**src/rtl/outlier_drain.sv**
```systemverilog
// -----------------------------------------------------------------------------
// outlier_drain
//
// Read side of the outlier-position FIFO. After a start pulse the block pops
// point indices from a standard-mode FIFO (data valid the cycle after the read
// strobe), discards indices at or beyond point_cloud_size, and re-emits the
// survivors on a valid/ready stream. The final index carries m_last once the
// controller has reported done and the FIFO is fully drained.
//
// Ports
//   clock, reset        single clock; asynchronous active-low reset
//   start               one-cycle pulse, arms a session (IDLE/DONE only)
//   ctrl_done           controller done level
//   point_cloud_size    2N-bit exclusive upper limit for kept indices
//   fifo_dout/empty     FIFO read data and empty flag
//   fifo_rd_en          FIFO read strobe
//   m_valid/m_ready/m_data/m_last   output stream
//   outlier_count       handshakes this session (saturating)
//   drop_count          discarded indices this session (saturating)
//   finished            session complete, held until the next start
// -----------------------------------------------------------------------------
module outlier_drain #(
  parameter int N         = 16,
  parameter int BUF_DEPTH = 3
) (
  input  logic           clock,
  input  logic           reset,
  input  logic           start,
  input  logic           ctrl_done,
  input  logic [2*N-1:0] point_cloud_size,
  input  logic [N-1:0]   fifo_dout,
  input  logic           fifo_empty,
  output logic           fifo_rd_en,
  output logic           m_valid,
  input  logic           m_ready,
  output logic [N-1:0]   m_data,
  output logic           m_last,
  output logic [N-1:0]   outlier_count,
  output logic [N-1:0]   drop_count,
  output logic           finished
);

  typedef enum logic [1:0] {
    S_IDLE,
    S_DRAIN,
    S_FLUSH,
    S_DONE
  } state_t;

  localparam logic [1:0] LAST_SLOT = 2'(BUF_DEPTH - 1);
  localparam logic [2:0] DEPTH     = 3'(BUF_DEPTH);

  state_t       state;
  logic [N-1:0] buf_mem [BUF_DEPTH];
  logic [1:0]   head;
  logic [1:0]   tail;
  logic [1:0]   cnt;
  logic         inflight;

  logic         pop;
  logic         push;
  logic         dropped;
  logic         end_cond;
  logic [2:0]   occ_est;
  logic [1:0]   cnt_next;

  // The head is only offered when a successor is already buffered, or when the
  // session is flushing and it is the very last entry. That way m_last is
  // known at the moment m_valid rises and never changes while held.
  assign m_valid = (cnt >= 2'd2) || ((state == S_FLUSH) && (cnt == 2'd1));
  assign m_last  = (state == S_FLUSH) && (cnt == 2'd1);
  assign m_data  = buf_mem[head];

  assign pop      = m_valid && m_ready;
  // Occupancy the buffer will have once the outstanding read lands and this
  // cycle's pop retires; a new read is only safe if that leaves a free slot.
  assign occ_est  = {1'b0, cnt} + {2'b00, inflight} - {2'b00, pop};
  assign fifo_rd_en = (state == S_DRAIN) && !fifo_empty && (occ_est < DEPTH);

  // Returned word is zero-extended so the full 2N-bit limit is honoured.
  assign push     = inflight && ({{N{1'b0}}, fifo_dout} < point_cloud_size);
  assign dropped  = inflight && !push;
  assign end_cond = ctrl_done && fifo_empty && !inflight;
  assign cnt_next = cnt + {1'b0, push} - {1'b0, pop};

  // NOTE: sequential state uses non-blocking assignments so every register
  // samples pre-edge values regardless of statement order.
  always_ff @(posedge clock or negedge reset) begin
    if (!reset) begin
      state         <= S_IDLE;
      head          <= '0;
      tail          <= '0;
      cnt           <= '0;
      inflight      <= 1'b0;
      outlier_count <= '0;
      drop_count    <= '0;
      finished      <= 1'b0;
      // NOTE: the buffer is small and drives m_data directly, so it is reset
      // to keep m_data at zero while reset is asserted.
      for (int i = 0; i < BUF_DEPTH; i++) begin
        buf_mem[i] <= '0;
      end
    end else begin
      inflight <= fifo_rd_en;
      cnt      <= cnt_next;

      if (push) begin
        buf_mem[tail] <= fifo_dout;
        tail          <= (tail == LAST_SLOT) ? 2'd0 : tail + 2'd1;
      end
      if (pop) begin
        head <= (head == LAST_SLOT) ? 2'd0 : head + 2'd1;
      end
      if (pop && (outlier_count != '1)) begin
        outlier_count <= outlier_count + 1'b1;
      end
      if (dropped && (drop_count != '1)) begin
        drop_count <= drop_count + 1'b1;
      end

      unique case (state)
        S_IDLE, S_DONE: begin
          // No reads or pops happen here, so these clears cannot collide
          // with the updates above.
          if (start) begin
            state         <= S_DRAIN;
            head          <= '0;
            tail          <= '0;
            cnt           <= '0;
            outlier_count <= '0;
            drop_count    <= '0;
            finished      <= 1'b0;
          end
        end
        S_DRAIN: begin
          if (end_cond) begin
            state <= S_FLUSH;
          end
        end
        S_FLUSH: begin
          if (cnt_next == 2'd0) begin
            state    <= S_DONE;
            finished <= 1'b1;
          end
        end
        default: state <= S_IDLE;
      endcase
    end
  end

endmodule

```
**config.mk**
```make
export PLATFORM = sky130hd
export DESIGN_NAME = outlier_drain
export DESIGN_NICKNAME = d
export VERILOG_FILES = /design/src/rtl/outlier_drain.sv
export SDC_FILE = /design/constraint.sdc
export NUM_CORES = 1
export LEC_CHECK = 0
export BUFFER_PORTS_ARGS = -buffer_cell sky130_fd_sc_hd__buf_2
export CAP_MARGIN = 20
export CORE_ASPECT_RATIO = 1.25
export CORE_MARGIN = 1
export CORE_UTILIZATION = 56
export CTS_BUF_LIST = sky130_fd_sc_hd__clkbuf_8
export DETAILED_ROUTE_END_ITERATION = 12
export GPL_ROUTABILITY_DRIVEN = 0
export PLACE_DENSITY_LB_ADDON = 0.1
export SLEW_MARGIN = 0
export SYNTH_ARGS = -nofsm -noshare
export SYNTH_HDL_FRONTEND = slang
export SYNTH_SLANG_ARGS = --single-unit
```
**constraint.sdc**
```tcl
create_clock -name clock -period 5.7 [get_ports clock]
set_input_delay 1.14 -clock clock [delete_from_list [all_inputs] [get_ports clock]]
set_output_delay 1.14 -clock clock [all_outputs]
set_load 0.02 [all_outputs]
```
== Word level (Yosys, flattened, before mapping) ==
Cells that the tools add are included.

* Reductions and logical operators: 21
* $add $sub $neg: 8
* Equality and inequality tests: 11
* Bitwise operators: 2
* Divide/modulo/power cells: 0
* Multiplexer cells: 29
* $mul: 0
* Shifts and indexed selects: 0
* Magnitude comparators: 6

{| class="wikitable"
|+ Operator list
! cell !! count
|-
| 16-bit 2-to-1 mux || 9
|-
| 48-bit bitwise mux || 1
|-
| 16-bit by 1-bit adder with 16-bit output, second input constant || 2
|-
| 16-bit binary-select mux with 2-bit select || 1
|-
| 16-bit demux with 2-bit select || 1
|-
| 16-bit by 32-bit less-than comparator with 1-bit output || 1
|-
| 16-bit != test, second input constant || 2
|-
| 2-bit 2-to-1 mux || 13
|-
| 1-bit logical AND || 11
|-
| 2-bit equality test, second input constant || 4
|-
| 3-bit >= comparator, second input constant || 2
|-
| 2-bit NOT with 3-bit output || 2
|-
| 2-bit case mux with 3 select lines || 1
|-
| 3-bit AND reduction || 2
|-
| 2-bit by 1-bit adder with 2-bit output, second input constant || 2
|-
| 2-bit by 1-bit equality test with 1-bit output, second input constant || 2
|-
| 2-bit logical NOT || 2
|-
| 2-bit != test, second input constant || 2
|-
| 2-bit by 1-bit adder with 3-bit output || 1
|-
| 1-bit logical NOT || 3
|-
| 3-bit by 1-bit less-than comparator with 1-bit output, second input constant || 1
|-
| 3-bit by 2-bit less-than comparator with 1-bit output, second input constant || 1
|-
| 3-bit by 1-bit subtractor with 3-bit output || 1
|-
| 2-bit by 1-bit adder with 2-bit output || 1
|-
| other kinds (8) || 9
|}

* Register bits: 90
* Latch bits: 0
* Memories kept: 0
* Bits in writable memories: 0
* Logic and storage cells: 88
* ROM bits: 0

== Depth between registers and ports, before layout ==
Gate-level depths: netlist (run 1).

* Word-level depth: 8
* Depth in mapped cells: 16
* Mapped depth without buffers: 15

== Worst setup path before layout (run 1) ==
Ideal clock, no wire load.

* Kind: input port to output port
* Start: input m_ready
* End: output fifo_rd_en
* Path buffers: 0
* Cell stages on the path: 7
* Arrival time: 2.944 ns
* Path slack: 1.616 ns
* Required time: 4.560 ns
* Path through: nand2_1 -> inv_1 -> ha_1 -> inv_1 -> ha_1 -> fa_1 -> a221oi_1

* Word-level cells in the longest chain between the ends: 4

{| class="wikitable"
|+ RTL lines
! item !! line !! text
|-
| start, declared || 35 || <nowiki>input logic m_ready,</nowiki>
|-
| 1-bit logical AND || 74 || <nowiki>assign pop = m_valid && m_ready;</nowiki>
|-
| 3-bit by 1-bit subtractor with 3-bit output || 77 || <nowiki>assign occ_est = {1'b0, cnt} + {2'b00, inflight} - {2'b00, pop};</nowiki>
|-
| 3-bit by 2-bit less-than comparator with 1-bit output || 78 || <nowiki>assign fifo_rd_en = (state == S_DRAIN) && !fifo_empty && (occ_est < DEPTH);</nowiki>
|-
| 1-bit logical AND || 78 ||
|-
| end, declared || 33 || <nowiki>output logic fifo_rd_en,</nowiki>
|}

Every way passes these cells.

== Worst setup path after layout (run 1) ==
* Start: register state[0]
* End: output fifo_rd_en

* Word-level cells in the longest chain between the ends: 7
* Elaborated cells on any way between the ends: 9

{| class="wikitable"
|+ RTL lines
! item !! line !! text
|-
| start, declared || 53 || <nowiki>state_t state;</nowiki>
|-
| start signal, assigned || 90 || <nowiki>state <= S_IDLE;</nowiki>
|-
| start signal, assigned || 126 || <nowiki>state <= S_DRAIN;</nowiki>
|-
| start signal, assigned || 137 || <nowiki>state <= S_FLUSH;</nowiki>
|-
| 2-bit equality test || 70 || <nowiki>assign m_valid = (cnt >= 2'd2) || ((state == S_FLUSH) && (cnt == 2'd1));</nowiki>
|-
| 1-bit logical AND || 70 ||
|-
| 1-bit logical OR || 70 ||
|-
| 1-bit logical AND || 74 ||
|-
| 3-bit by 1-bit subtractor with 3-bit output || 77 ||
|-
| 3-bit by 2-bit less-than comparator with 1-bit output || 78 ||
|-
| 1-bit logical AND * || 78 ||
|}

Mark *: on every way between the ends. The rest lies on a longest branch, timed or not.

==> results.tsv, run 1 <==
stage	metric	value	unit
final_layout	nets	657	
clock_network	cts_made_buffers	9	
yosys	synth_most_common_cell	dfrtp_1	
global_route	track_usage	25.50	%
yosys	synthTopCellsByArea	dfrtp_1 46%, mux2_2 8.3%, ha_1 6.1%	
sta	hold_viol	0	
clock_network	cts-htree-levels	3	
place	port_buffers	105	
critical_path	crit_arrival	3.12	ns
die	die_height	106.7	µm
pwr	p_per_area	420.8	nW/µm²
critical_path	cp_num_cells	11	
critical_path	r2r_start	state[0]$_DFFE_PN0P_	
sta	worst-slew-pin-transition	0.9601	ns
min_path	holdPathStages	1	
sta	max_freq	234.6	MHz
critical_path	crit_required	4.56	ns
yosys	netlist-cell-type-count	54	
critical_path	critPathBufInv	4	
critical_path	r2r.worst_path.cells	14	
place	place_inst	683	
critical_path	critPathLaunch	state[0]$_DFFE_PN0P_	
route	drt_iter0_markers	148	
route	drc	0	
sta	skew	0.01091	ns
run_status	run_status	finished, final reports clean	
sta	min_period	4.262	ns
yosys	ys_seq_elements	90	
run	drv_cap	0	
final_layout	diodes	0	
die	dieArea	9143	µm²
yosys	syn_area	4907	µm²
critical_path	max_stage_delay	0.44	ns
clock_network	cts_setup_buffers	0	
sta	slew_viol_final	0	
route	firstDrtPassIters	5	
yosys	synth_common_cells	90 x dfrtp_1, 39 x nand2_1, 37 x o21ai_0, 36 x mux2_2, 35 x inv_1	
min_path	min_path_type	flop to flop	
yosys	ys.flop_type	dfrtp_1	
route	avgRoutedWirePerCell	15.40	µm
clock_network	cts.sink_count	90	
clock_network	clockRootBuffer	clkbuf_8	
final_layout	final_util	68.94	%
global_route	first_global_vias	3884	
critical_path	path_class	flop to output pin	
global_route	grt_start_max_net_pins	59	
critical_path	crit_chain	inv_1 -> ha_1 -> a21o_1 -> nand2_1 -> inv_1 -> ha_1 -> inv_1 -> ha_1 -> fa_1 -> a221oi_1 -> buf_2	
critical_path	slowest_stage	fa_1	
pwr	power_leakage	2.885	nW
clock_network	cts_tree	built	
min_path	min-delay-start	buf_mem[34]$_DFFE_PN0P_	
sta	fin_crit_sh	74.77	%
critical_path	start_kind	flop	
route	wirelength	10780	µm
global_route	grt_pass1_wl	18210	µm
final_layout	final_cells	700	
yosys	synthArstFlopShare	100.0	%
route	vias	3889	
yosys	syn_inst	471	
yosys	synth-edff-count	0	
clock_network	clockBufferDepth	2	
die	start_util	58.56	%
place	dp_hpwl	7677	µm
yosys	synth.avg_cell_area	10.42	µm²
critical_path	critPathCaptureType	output pin	
pwr	ir_drop	0.0002550	V
clock_network	cts_hold_buf	0	
sta	setup-violations-final	0	
critical_path	critPathTopFamily	adder cells	
yosys	yosys.area.top_type	dfrtp_1	
global_route	antenna_found_initial	0	
die	ios	106	
yosys	synthesis.nets	550	
final_layout	drive_above_1_share	31.05	%
clock_network	cts.clk_slew.worst_paths	0.08	ns
yosys	ys_seq_area_share	45.89	%
final_layout	area_growth	17.72	%
clock_network	clkLatencyLatePin	0.36	ns
route	vias_per_cell	5.556	
critical_path	crit_fanout	8	
yosys	yosysWarningCount	0	
route	postRouteAntennaNets	0	
die	die_w	85.73	µm
global_route	overflow	0	
sta	slew_headroom	35.99	%
yosys	netlist.area_leader.share	45.89	%
sta	rsz0062_at_grt	false	
sta	tns	0	ns
clock_network	post_cts_resize_count	0	
die	placeableCoreArea	8379	µm²
final_layout	fill_cells	643	
die	num_rows	37	
kinds of logic (layout without fill, tap and decap cells):
family	after synthesis	after routing	share of synthesized area [%]
compound gates	87	87	10.51
xor+xnor	13	13	2.320
fa+ha+maj	25	25	6.527
buf+inv	53	165	4.794
flops	90	90	45.89
mux	66	66	15.40
simple gates	137	137	14.56
metrics by stage:
stage | worst slack (ns) | cell area (µm²) | hold slack, ns | power (mW)
floorplan | 1.616 | 4907 | 0.4791 | 1.636
detailed placement | 1.445 | 5538 | 0.4941 | 1.939
CTS | 1.427 | 5772 | 0.5124 | 2.451
finish | 1.438 | 5777 | 0.5119 | 2.431
global route | 1.250 | 5777 | 0.5241 | 2.600
global placement | 1.517 | 5538 | 0.4874 | 1.907
metal layers:
layer  part of all wire, %  up-vias  global-route usage [%]
met3                   3.1       18                   4.619
li1                      -     1889                       -
met4                   2.0        0                   8.571
met5                     0        -                       0
met2                    51       93                   44.63
met1                    44     1889                   31.69
layout by cell type, fill, tap and decap left out, types with 3 or more instances in the layout:
cell type and instances:
dfrtp_1 90, bufinv_16 3, and4_1 5, nand4b_1 4, a21oi_1 28, clkbuf_8 9
xor2_1 6, buf_2 105, mux2_2 36, ha_1 24, and2_1 4, nor4_1 4
and3_1 8, inv_1 37, mux2_4 10, xnor2_1 7, mux2i_1 20, nor2_1 21
o21ai_0 37, or3_1 15, nand4_1 6, nand3_1 17, buf_4 9, nand2_1 39
nor3_1 5
registers in the layout, indices dropped and copies added, names as in the netlist:
register	count
buf_mem	48
cnt	2
drop_count	16
finished	1
head	2
inflight	1
outlier_count	16
state	2
tail	2
worst paths after layout:
check	to	slack, ns
hold / removal	buf_mem[34]$_DFFE_PN0P_	0.51
min in group asynchronous	buf_mem[27]$_DFFE_PN0P_	0.70
max in group asynchronous	outlier_count[9]$_DFF_PN0_	3.91
setup / recovery	fifo_rd_en	1.44
hold reg to reg	buf_mem[34]$_DFFE_PN0P_	0.51
setup reg to reg	state[0]$_DFFE_PN0P_	2.83
power breakdown:
| part | leakage [nW] | internal, mW | switching (mW) |
|---|---|---|---|
| clock | 0.122 | 0.287 | 0.223 |
| combinational | 1.59 | 0.421 | 0.553 |
| sequential | 1.18 | 0.818 | 0.128 |
cell type report:
type	instances	area, µm²	share of cell area [%]
flip-flops and latches	90	2252	38.99
inverters	35	131.4	2.274
multi-input cells	328	2420	41.89
well taps	117	146.4	2.534
clock buffers	9	123.9	2.144
repair buffers	114	593.1	10.27
clock inverters	7	110.1	1.906
No activity file was read; power rests on OpenSTA's default activity.
==> run 2, diff against run 1 <==
Clock period 5.7 ns to 4.1 ns, I/O delays scaled along.
==> results.tsv, run 2 (same netlist as run 1, synthesis figures left out) <==
stage	metric	value	unit
sta	rsz0062_at_grt	false	
clock_network	cts-htree-levels	3	
pwr	swShare	37.16	%
min_path	min_path_type	flop to flop	
critical_path	crit_arrival	3.01	ns
place	dp_hpwl	7752	µm
critical_path	start_kind	flop	
final_layout	final_cell_mix	104 x buf_2, 90 x dfrtp_1, 38 x nand2_1	
final_layout	nets	661	
route	avgRoutedWirePerCell	15.05	µm
clock_network	cts_setup_buffers	0	
final_layout	reg.largest.list	buf_mem (48), drop_count (16), outlier_count (16)	
die	dieArea	9143	µm²
critical_path	max_stage_delay	0.45	ns
route	vias_per_cell	5.615	
pwr	p_int	2.128	mW
sta	tns	0	ns
critical_path	crit_chain	inv_1 -> ha_1 -> a21o_1 -> nand2_2 -> inv_1 -> ha_1 -> inv_1 -> ha_1 -> fa_1 -> a221oi_2 -> buf_2	
pwr	clkPwrFrac	20.3	%
sta	fin_crit_sh	93.32	%
route	postRouteAntennaNets	0	
sta	hold_viol	0	
sta	worst-slew-pin-transition	1.067	ns
run	drv_cap	0	
sta	min_period	3.826	ns
sta	skew	0.01083	ns
sta	hold_ws	0.5117	ns
sta	slew_headroom	27.77	%
global_route	first_global_vias	3906	
critical_path	slowest_stage	fa_1	
final_layout	regMostFlops	buf_mem	
global_route	grt_start_max_net_pins	79	
global_route	grt_pass1_wl	18050	µm
sta	max_freq	261.4	MHz
critical_path	critPathCaptureType	output pin	
global_route	track_usage	24.90	%
place	port_buffers	105	
pwr	p_sw	1.258	mW
die	ios	106	
pwr	ir_drop	0.0003104	V
final_layout	diodes	0	
die	num_rows	37	
route	firstDrtPassIters	6	
global_route	antenna_found_initial	0	
pwr	seqPwrFrac	37.9	%
clock_network	clkLatencyLatePin	0.35	ns
critical_path	crit_required	3.28	ns
route	wirelength	10590	µm
die	start_util	58.56	%
sta	slew_viol_final	0	
clock_network	cts_made_buffers	9	
final_layout	largest_register_ffs	48	
critical_path	crit_fanout	8	
route	vias	3953	
final_layout	area_growth	18.61	%
pwr	p_per_area	581.8	nW/µm²
clock_network	cts.clk_slew.worst_paths	0.09	ns
final_layout	final_util	69.46	%
sta	setup-violations-final	0	
die	placeableCoreArea	8379	µm²
critical_path	critPathBufInv	4	
critical_path	critPathTopFamily	adder cells	
global_route	overflow	0	
pwr	power	3.386	mW
route	drt_iter0_markers	184	
final_layout	drive_above_1_share	32.20	%
clock_network	cts_tree	built	
pwr	power_leakage	2.905	nW
clock_network	cts.sink_count	90	
pwr	power_frac_comb	41.8	%
clock_network	clockRootBuffer	clkbuf_8	
clock_network	clockBufferDepth	2	
die	die_height	106.7	µm
critical_path	path_class	flop to output pin	
final_layout	layout_commonest_cell	buf_2	
die	die_w	85.73	µm
route	drc	0	
run_status	run_status	finished, final reports clean	
[run 2: cell types whose count changed in the layout (fill, tap and decap cells not counted), sizes merged]
cell,change
bufinv,-1
inv,-1
clkbuf,+2
buf,+4
[run 2: power by group through the flow]
| stage | Clock, mW | Sequential, mW | Combinational (mW) |
|---|---|---|---|
| 2_1_floorplan | 0 | 1.28 | 0.997 |
| 3_3_place_gp | 0 | 1.29 | 1.38 |
| 3_5_place_dp | 0 | 1.30 | 1.42 |
| 4_1_cts | 0.705 | 1.28 | 1.42 |
| 5_1_grt | 0.744 | 1.32 | 1.56 |
| 6_report | 0.688 | 1.28 | 1.41 |
[run 2: worst paths after layout]
| kind | cells past startpoint | startpoint | slack [ns] | endpoint |
|---|---|---|---|---|
| hold / removal | 1 | buf_mem[45]$_DFFE_PN0P_ | 0.51 | buf_mem[45]$_DFFE_PN0P_ |
| max in group asynchronous | 2 | reset | 2.70 | inflight$_DFF_PN0_ |
| setup / recovery | 11 | state[0]$_DFFE_PN0P_ | 0.27 | fifo_rd_en |
| min in group asynchronous | 1 | reset | 0.60 | buf_mem[12]$_DFFE_PN0P_ |
| setup reg to reg | 14 | state[0]$_DFFE_PN0P_ | 1.40 | state[0]$_DFFE_PN0P_ |
| hold reg to reg | 1 | buf_mem[45]$_DFFE_PN0P_ | 0.51 | buf_mem[45]$_DFFE_PN0P_ |
[run 2: timing repair]
action,4_1_cts,5_1_grt
setup endpoints to repair,0,1
hold buffers,0,0
resized for setup,0,2
[run 2: per-layer routing]
layer	vias up	routed length, µm	GRT usage, %
met5	-	0	0
met4	0	196	8.810
met3	16	257	3.926
met2	80	5451	42.57
met1	1957	4687	32.05
li1	1900	-	-
[run 2: area by class of cell]
cell class	instances	area (µm²)
clock inverters	5	85.08
inverters	35	131.4
well taps	117	146.4
clock buffers	11	151.4
flip-flops and latches	90	2252
fillers	684	2559
repair buffers	118	625.6
multi-input cells	328	2429
[run 2: worst register-to-register path, stage by stage (launching register included)]
cell and delay, ns:
dfrtp_1 0.38, inv_1 0.07, ha_1 0.25, a21o_1 0.22, nand2_2 0.14, inv_1 0.10
ha_1 0.28, inv_1 0.04, ha_1 0.18, xnor2_1 0.20, xnor2_1 0.17, a21bo_2 0.17
nand2_1 0.07, a21oi_1 0.18, mux2i_1 0.20
[run 2: stage by stage]
stage          setup WS (ns)  instances  instance area [µm²]
3_3_place_gp          0.3956        688                 5575
3_5_place_dp          0.2926        688                 5575
2_1_floorplan         0.5418        471                 4907
6_report              0.2740        704                 5821
5_1_grt               0.1107        704                 5821
4_1_cts              0.05044        704                 5812
